**src/rtl/sha_uart_msg_rx.sv**
```systemverilog
// UART receiver (8 data bits, optional parity) packing bytes big-endian into W-bit message words.
// Stop sample S: byte_done/errors at S+1, pack at S+2, o_word_valid at S+3; word held until i_word_ready, bytes dropped (o_overrun) when full pack is stalled.
module sha_uart_msg_rx #(
  parameter int CLKS_PER_BIT   = 868,
  parameter int PARITY         = 0,
  parameter int BYTES_PER_WORD = 4
) (
  input  logic                          clk,
  input  logic                          rst,
  input  logic                          i_uart_rx,
  input  logic                          i_flush,
  output logic [8*BYTES_PER_WORD-1:0]   o_word,
  output logic [3:0]                    o_word_nbytes,
  output logic                          o_word_valid,
  input  logic                          i_word_ready,
  output logic                          o_parity_err,
  output logic                          o_frame_err,
  output logic                          o_overrun
);

  localparam int W  = 8 * BYTES_PER_WORD;
  localparam int TW = $clog2(CLKS_PER_BIT);
  localparam logic [TW-1:0] HALF_T = TW'(CLKS_PER_BIT / 2 - 1);
  localparam logic [TW-1:0] FULL_T = TW'(CLKS_PER_BIT - 1);
  localparam logic [3:0] CNT_FULL  = 4'(BYTES_PER_WORD);
  localparam logic ODD             = (PARITY == 2);

  typedef enum logic [2:0] {
    S_IDLE, S_START, S_DATA, S_PAR, S_STOP, S_WAIT_HIGH
  } state_t;

  logic rx_meta, rx_s;

  always_ff @(posedge clk or negedge rst) begin
    if (!rst) begin
      rx_meta <= 1'b1;
      rx_s    <= 1'b1;
    end else begin
      rx_meta <= i_uart_rx;
      rx_s    <= rx_meta;
    end
  end

  state_t          state, state_nxt;
  logic [TW-1:0]   timer, timer_nxt;
  logic [2:0]      bit_idx, bit_idx_nxt;
  logic [7:0]      shreg, shreg_nxt;
  logic            par_bad, par_bad_nxt;
  logic            byte_done, byte_done_nxt, perr_nxt, ferr_nxt;
  logic            tick_half, tick_full;

  assign tick_half = (timer == HALF_T);
  assign tick_full = (timer == FULL_T);

  always_ff @(posedge clk or negedge rst) begin
    if (!rst) begin
      state        <= S_IDLE;
      timer        <= '0;
      bit_idx      <= '0;
      shreg        <= '0;
      par_bad      <= 1'b0;
      byte_done    <= 1'b0;
      o_parity_err <= 1'b0;
      o_frame_err  <= 1'b0;
    end else begin
      state        <= state_nxt;
      timer        <= timer_nxt;
      bit_idx      <= bit_idx_nxt;
      shreg        <= shreg_nxt;
      par_bad      <= par_bad_nxt;
      byte_done    <= byte_done_nxt;
      o_parity_err <= perr_nxt;
      o_frame_err  <= ferr_nxt;
    end
  end

  always_comb begin
    state_nxt = state;
    case (state)
      S_IDLE:      if (!rx_s) state_nxt = S_START;
      S_START:     if (tick_half) state_nxt = rx_s ? S_IDLE : S_DATA;
      S_DATA:      if (tick_full && bit_idx == 3'd7) state_nxt = (PARITY != 0) ? S_PAR : S_STOP;
      S_PAR:       if (tick_full) state_nxt = S_STOP;
      S_STOP:      if (tick_full) state_nxt = rx_s ? S_IDLE : S_WAIT_HIGH;
      S_WAIT_HIGH: if (rx_s) state_nxt = S_IDLE;
      default:     state_nxt = S_IDLE;
    endcase
  end

  always_comb begin
    timer_nxt     = timer + TW'(1);
    bit_idx_nxt   = bit_idx;
    shreg_nxt     = shreg;
    par_bad_nxt   = par_bad;
    byte_done_nxt = 1'b0;
    perr_nxt      = 1'b0;
    ferr_nxt      = 1'b0;
    case (state)
      S_IDLE: begin
        timer_nxt   = '0;
        bit_idx_nxt = '0;
        par_bad_nxt = 1'b0;
      end
      S_START: if (tick_half) timer_nxt = '0;
      S_DATA: if (tick_full) begin
        timer_nxt   = '0;
        shreg_nxt   = {rx_s, shreg[7:1]};
        bit_idx_nxt = bit_idx + 3'd1;
      end
      S_PAR: if (tick_full) begin
        timer_nxt   = '0;
        par_bad_nxt = (^{shreg, rx_s}) ^ ODD;
      end
      S_STOP: if (tick_full) begin
        timer_nxt = '0;
        // a low stop bit masks any parity result: one error pulse per frame
        if (!rx_s)        ferr_nxt      = 1'b1;
        else if (par_bad) perr_nxt      = 1'b1;
        else              byte_done_nxt = 1'b1;
      end
      default: timer_nxt = '0;
    endcase
  end

  logic [W-1:0] pack, pack_app, flush_word;
  logic [3:0]   count;
  logic [6:0]   shamt;
  logic         flush_pend, full, out_free, do_xfer;

  assign full       = (count == CNT_FULL);
  assign out_free   = !o_word_valid || i_word_ready;
  assign do_xfer    = out_free && (full || (flush_pend && count != 4'd0));
  assign pack_app   = (pack << 8) | W'(shreg);
  assign shamt      = 7'((BYTES_PER_WORD - int'(count)) * 8);
  assign flush_word = pack << shamt;

  always_ff @(posedge clk or negedge rst) begin
    if (!rst) begin
      pack          <= '0;
      count         <= '0;
      flush_pend    <= 1'b0;
      o_word        <= '0;
      o_word_nbytes <= '0;
      o_word_valid  <= 1'b0;
      o_overrun     <= 1'b0;
    end else begin
      o_overrun <= 1'b0;
      if (do_xfer) begin
        o_word        <= flush_word;
        o_word_nbytes <= count;
        o_word_valid  <= 1'b1;
        // a byte arriving on the transfer cycle starts the next word
        pack          <= byte_done ? W'(shreg) : '0;
        count         <= byte_done ? 4'd1 : 4'd0;
        flush_pend    <= i_flush && byte_done;
      end else begin
        if (o_word_valid && i_word_ready) o_word_valid <= 1'b0;
        if (byte_done) begin
          if (full) begin
            o_overrun <= 1'b1;
          end else begin
            pack  <= pack_app;
            count <= count + 4'd1;
          end
        end
        if (i_flush && (count != 4'd0 || byte_done)) flush_pend <= 1'b1;
      end
    end
  end

endmodule

```
**config.mk**
```make
export PLATFORM = sky130hd
export DESIGN_NAME = sha_uart_msg_rx
export DESIGN_NICKNAME = d
export VERILOG_FILES = /design/src/rtl/sha_uart_msg_rx.sv
export SDC_FILE = /design/constraint.sdc
export NUM_CORES = 1
export LEC_CHECK = 0
export ABC_AREA = 0
export BUFFER_PORTS_ARGS = -buffer_cell sky130_fd_sc_hd__buf_2
export CORE_UTILIZATION = 53
export DETAILED_ROUTE_END_ITERATION = 8
export PLACE_DENSITY = 0.75
export SLEW_MARGIN = 25
export SYNTH_ARGS = -nofsm -noshare
export SYNTH_HDL_FRONTEND = slang
export SYNTH_SLANG_ARGS = --single-unit
```
**constraint.sdc**
```tcl
create_clock -name clk -period 2.5 [get_ports clk]
set_input_delay 0 -clock clk [delete_from_list [all_inputs] [get_ports clk]]
set_output_delay 0 -clock clk [all_outputs]
set_load 0.01 [all_outputs]
```
; ---- Word-level counts from Yosys, hierarchy flattened
; Cells that the tools add are included.
[totals]
regBits = 105
input_bits = 5
output_inout_bits = 40
wordCells = 106
[classes]
addsub = 4
eq_ne = 17
shifts = 1
muxes = 42
bitwise = 1
n_reduce_logical = 24
[ops]
columns = operator, count
row1 = 2-to-1 mux 32 bit, 3
row2 = bitwise OR 32 x 8 -> 32 bit, 1
row3 = << shifter 32 x 7 -> 32 bit, 1
row4 = 2-to-1 mux 3 bit, 8
row5 = 2-to-1 mux 1 bit, 20
row6 = 2-to-1 mux 10 bit, 2
row7 = case mux 10 bit (2 select lines), 1
row8 = case mux 3 bit (6 select lines), 1
row9 = inequality test 2 bit (second input constant), 7
row10 = 2-to-1 mux 4 bit, 3
row11 = adder 10 x 1 -> 10 bit (second input constant), 1
row12 = == test 10 bit (second input constant), 1
row13 = == test 10 x 9 -> 1 bit (second input constant), 1
row14 = nonzero test 2 bit, 5
row15 = == test 3 bit (second input constant), 3
row16 = XOR reduction 9 bit, 1
row17 = 2-to-1 mux 8 bit, 1
row18 = AND reduction 2 bit, 4
row19 = == test 3 x 2 -> 1 bit (second input constant), 2
row20 = logical AND 1 bit, 6
row21 = case mux 3 bit (2 select lines), 1
row22 = AND reduction 6 bit, 1
row23 = adder 4 x 1 -> 4 bit (second input constant), 1
row24 = == test 4 x 3 -> 1 bit (second input constant), 1
row25 = other kinds (11), 13

; ---- Longest topological paths before layout
[logic_depth]
ltp_word = 6
depth_mapped = 12
ltp_nobuf = 7

; ---- Least setup slack after synthesis
; No wires, ideal clock.
[synth_path]
path_type = reg2reg
from = register count[0]
to = register pack[24]
setup_time_ns = 0.078
arrival_time_ns = 2.371
t_required_ns = 2.422
setup_slack_ns = 0.051
path_stages_with_launch = 11
n_path_buf = 4
period_less_slack_ns = 2.449
path_cell_list = dfrtp_1 -> buf_6 -> buf_2 -> buf_2 -> inv_1 -> ha_1 -> nor2b_2 -> a31oi_1 -> clkbuf_1 -> nand2_1 -> a21oi_1
[synth_via]
elab_chain_cells = 6
word_cells_on_any_way = 9
classes_between = eq/ne (2) / mux (1) / reduce/logical (6)
[synth_lines]
columns = element, line_no
row1 = from (decl), 126  ; logic [3:0] count;
row2 = from (signal assigned), 154  ; count <= byte_done ? 4'd1 : 4'd0;
row3 = from (signal assigned), 163  ; count <= count + 4'd1;
row4 = nonzero test 4 bit, 132  ; assign do_xfer = out_free && (full || (flush_pend && count != 4'd0));
row5 = logical AND 1 bit, 132
row6 = logical OR 1 bit, 132
row7 = logical AND 1 bit, 132
row8 = inequality test 2 x 1 -> 1 bit (no source line) / nonzero test 2 bit (equally long branches), -
row9 = AND reduction 2 bit (no source line), -
row10 = to (signal assigned), 153  ; pack <= byte_done ? W'(shreg) : '0;
row11 = to (signal assigned), 162  ; pack <= pack_app;
row12 = to (decl), 125  ; logic [W-1:0] pack, pack_app, flush_word;
; Parallel ways exist; a longest one is shown, timed or not.
; A chain may end at the register's enable or synchronous reset.

; ---- Worst setup path in the final report
[layout_path]
from = register count[1]
to = register count[0]
[layout_via]
elab_chain_cells = 6
word_cells_on_any_way = 9
classes_between = eq/ne (2) / mux (1) / reduce/logical (6)
[layout_lines]
columns = element, line_no
row1 = nonzero test 4 bit, 132
row2 = logical AND 1 bit, 132
row3 = logical OR 1 bit, 132
row4 = logical AND 1 bit, 132
row5 = inequality test 2 x 1 -> 1 bit (no source line) / nonzero test 2 bit (equally long branches), -
row6 = AND reduction 2 bit (no source line), -
; Parallel ways exist; a longest one is shown, timed or not.

==> qor.tcl <==
set qor(synth_enable_flop_cells) 0
set qor(globalplace.congestion) 0.811
set qor(end_kind) {register}
set qor(routedWlPerCell_um) 15.9
set qor(first_global_vias) 3376
set qor(power_switching_mw) 1.23
set qor(timing.final.hold_violations) 0
set qor(ios) 45
set qor(syn_area_per_cell_um2) 10.6
set qor(power_frac_clock_pct) 29.7
set qor(post_synth_instance_area_mm2) 0.00481
set qor(ant_nets) 0
set qor(yosys-top-cells-area) {sky130_fd_sc_hd__dfrtp_1, sky130_fd_sc_hd__nand2_1, sky130_fd_sc_hd__a22o_1}
set qor(critical_path_class) {reg2reg}
set qor(grt_antenna_before_repair) 0
set qor(fin_cells) 609
set qor(post_detailed_route_drc_marker_count) 0
set qor(core-area_mm2) 0.00876
set qor(slew_viol_final) 0
set qor(cts.sink_count) 105
set qor(hold_path_end) {o_word_valid}
set qor(pwr-share-comb_pct) 22.8
set qor(ys_seq_area_share_pct) 54.6
set qor(number_of_instances_in_the_synthesized_netlist) 454
set qor(cp.arrival_ns) 2.56
set qor(die_w_um) 97.3
set qor(hold_class) {in2reg}
set qor(netlist-cell-type-count) 48
set qor(htree_levels) 3
set qor(worst_case_headroom_to_the_max_slew_limit_pct) 58.8
set qor(synth_largest_area_cell) {sky130_fd_sc_hd__dfrtp_1}
set qor(synthArstFlopShare_pct) 100
set qor(clock_skew_ns) 0.0109
set qor(floorplan.rows) 34
set qor(route.met2.wl_um) 4710
set qor(floorplan.initialDensity_pct) 54.9
set qor(design.final.nets) 507
set qor(synth_top_flop_cell) {sky130_fd_sc_hd__dfrtp_1}
set qor(synth_largest_type_area_fraction_pct) 53.5
set qor(timing.reg2reg.worst_path_depth) 8
set qor(cts-root-to-sink-buffers) 2
set qor(yosysMostFrequentCell) {sky130_fd_sc_hd__dfrtp_1}
set qor(timing.reg2reg.setup_slack_ns) 0.19
set qor(regToRegStartpoint) {count[1]}
set qor(hold_path.startpoint) {i_word_ready}
set qor(die_area_mm2) 0.00947
set qor(hpwl_um) 6810
set qor(post_route_m1_wl_um) 4500
set qor(routed-via-count) 3433
set qor(wl_met3_um) 382
set qor(cell_internal_pwr_mw) 2.81
set qor(tritoncts) {yes}
set qor(drt_pass1_iterations) 5
set qor(combined_global_route_utilization_of_all_metal_layers_pct) 22.1
set qor(root_buffer) {sky130_fd_sc_hd__clkbuf_8}
set qor(clock_insertion_delay_worst_skew_ns) 0.37
set qor(syn_to_final_growth_pct) 12.9
set qor(finalWorstPathRequiredPeriod_ns) 2.31
set qor(wire_length_of_the_first_global_routing_pass_um) 16500
set qor(share_seq_of_total_power_pct) 47.5
set qor(startpoint_type) {register}
set qor(port_buffers) 44
set qor(period_share_pct) 92.3
set qor(p_leak_nw) 2.63
set qor(outcome) {finished, final reports clean}
set qor(power.density_cell_area_mw_per_mm2) 745
set qor(whs_path_depth) 4
set qor(ys_seq_elements) 105
set qor(cts-buffers-inserted) 9
set qor(worst_pin_slew_ns) 0.615
set qor(global_route.overflow_total) 0
set qor(biggest_fanout_along_the_worst_timing_path) 31
set qor(switching_share_pct) 30.4
set qor(detailedRoute.firstIterationViolations) 222
set qor(post_synth_most_frequent_cells) {sky130_fd_sc_hd__dfrtp_1, sky130_fd_sc_hd__nand2_1, sky130_fd_sc_hd__a21oi_1}
set qor(setup-tns-final_ns) 0
set qor(diodes) 0
set qor(critPathRequiredTime_ns) 2.75
set qor(vdd_drop_max_mv) 0.437
set qor(top_signal_layer_used) {met4}
set qor(post_drt_via_cell_ratio) 5.64
set qor(clock.fmax_mhz) 433
set qor(clkTransAtPathRegs_ns) 0.10
set qor(post-place-cells) 590
set qor(ys.warnings.count) 0
set qor(maximum_number_of_pins_on_one_net_before_global_route_repair) 42
set qor(setup_viol) 0
set qor(crit-reg2reg-capture) {count[0]}
set qor(synth.net_count) 465
set qor(fp.dieH_um) 97.3
set qor(timing.max_cap.violations) 0
set qor(totalWireLength_um) 9710
set qor(rsz0062_at_grt) {false}
set qor(share_of_post_route_cells_with_drive_strength_above_1_pct) 19.2
-- repair_timing --
action                    CTS  global route
hold endpoints to repair   39             0
gates resized for setup     0             0
buffers inserted            0             0
hold buffers                3             0
-- final cells by class --
class / count / area, um^2
Clock buffer: 10 / 138
Clock inverter: 6 / 97.6
Fill cell: 722 / 3330
Inverter: 6 / 22.5
Multi-Input combinational cell: 314 / 2030
Sequential cell: 105 / 2630
Tap cell: 108 / 135
Timing Repair Buffer: 60 / 375
-- worst max-delay path, cell delays in order (launching register included) --
cell	delay (ns)
sky130_fd_sc_hd__dfrtp_1	0.45
sky130_fd_sc_hd__inv_1	0.10
sky130_fd_sc_hd__ha_1	0.19
sky130_fd_sc_hd__nor2b_2	0.25
sky130_fd_sc_hd__mux2i_1	0.35
sky130_fd_sc_hd__or2_1	0.40
sky130_fd_sc_hd__buf_12	0.23
sky130_fd_sc_hd__nand2_1	0.08
sky130_fd_sc_hd__xnor2_1	0.15
-- per-stage QoR --
stage / power [mW] / hold WS (ns) / setup WS, ns / cell area, um^2 / utilization, %
6_report: 4.04 / 0.0887 / 0.192 / 5430 / 62.0
5_1_grt: 4.27 / 0.0837 / 0.0394 / 5430 / 62.0
3_3_place_gp: 2.86 / -0.00250 / 0.352 / 5170 / 59.0
3_5_place_dp: 2.89 / 0.00299 / 0.211 / 5170 / 59.0
2_1_floorplan: 2.57 / -0.296 / 0.0510 / 4810 / -
4_1_cts: 4.09 / 0.0807 / 0.173 / 5430 / 62.0
-- worst max-delay path by stage --
stage	from	endpoint	slack, ns	depth (start not counted)
6_report	count[1]	count[0]	0.19	8
5_1_grt	count[1]	count[0]	0.04	8
4_1_cts	count[1]	count[0]	0.17	8
3_5_place_dp	count[1]	count[0]	0.21	8
3_3_place_gp	count[1]	count[0]	0.35	8
2_1_floorplan	count[0]	pack[24]	0.05	10
-- power groups by stage --
stage          Sequential, mW  Combinational [mW]  Clock (mW)
3_5_place_dp             1.96               0.926           0
3_3_place_gp             1.96               0.905           0
5_1_grt                  1.94                1.01        1.31
2_1_floorplan            2.02               0.549           0
6_report                 1.92               0.921        1.20
4_1_cts                  1.93               0.934        1.23
-- logic make-up after synthesis --
group	Yosys count	share of synthesized area, %
simple gates	157	15.9
flops	105	54.6
compound gates	104	15.2
buf+inv	35	3.28
mux	26	5.64
xor+xnor	21	3.82
fa+ha+maj	6	1.56
-- placed cells by master (no fill, tap or decap), drive strengths merged, types with 4 or more instances in the layout --
master	netlist	routed
a211o	8	8
a21oi	28	28
a22o	25	25
a32o	9	9
and3	5	5
buf	12	57
clkbuf	17	10
dfrtp	103	103
ha	6	6
inv	6	8
mux2	9	9
mux2i	17	17
nand2	87	87
nand3	9	9
nor2	18	18
nor2b	15	15
nor3b	4	4
o21ai	23	23
o2bb2ai	6	6
xnor2	16	16
xor2	5	5
-- registers in the layout, indices dropped and copies added (netlist names), 3 cells and up --
| signal | flops |
|---|---|
| o_word | 32 |
| pack | 32 |
| timer | 10 |
| shreg | 8 |
| count | 4 |
| o_word_nbytes | 4 |
| bit_idx | 3 |
| state | 3 |
-- layer usage --
| metal | GRT usage (%) | vias up |
|---|---|---|
| li1 | - | 1668 |
| met1 | 30.0 | 1699 |
| met2 | 35.2 | 58 |
| met3 | 5.61 | 8 |
| met4 | 7.01 | 0 |
| met5 | 0 | - |
Power figures use the tool's default switching activity.
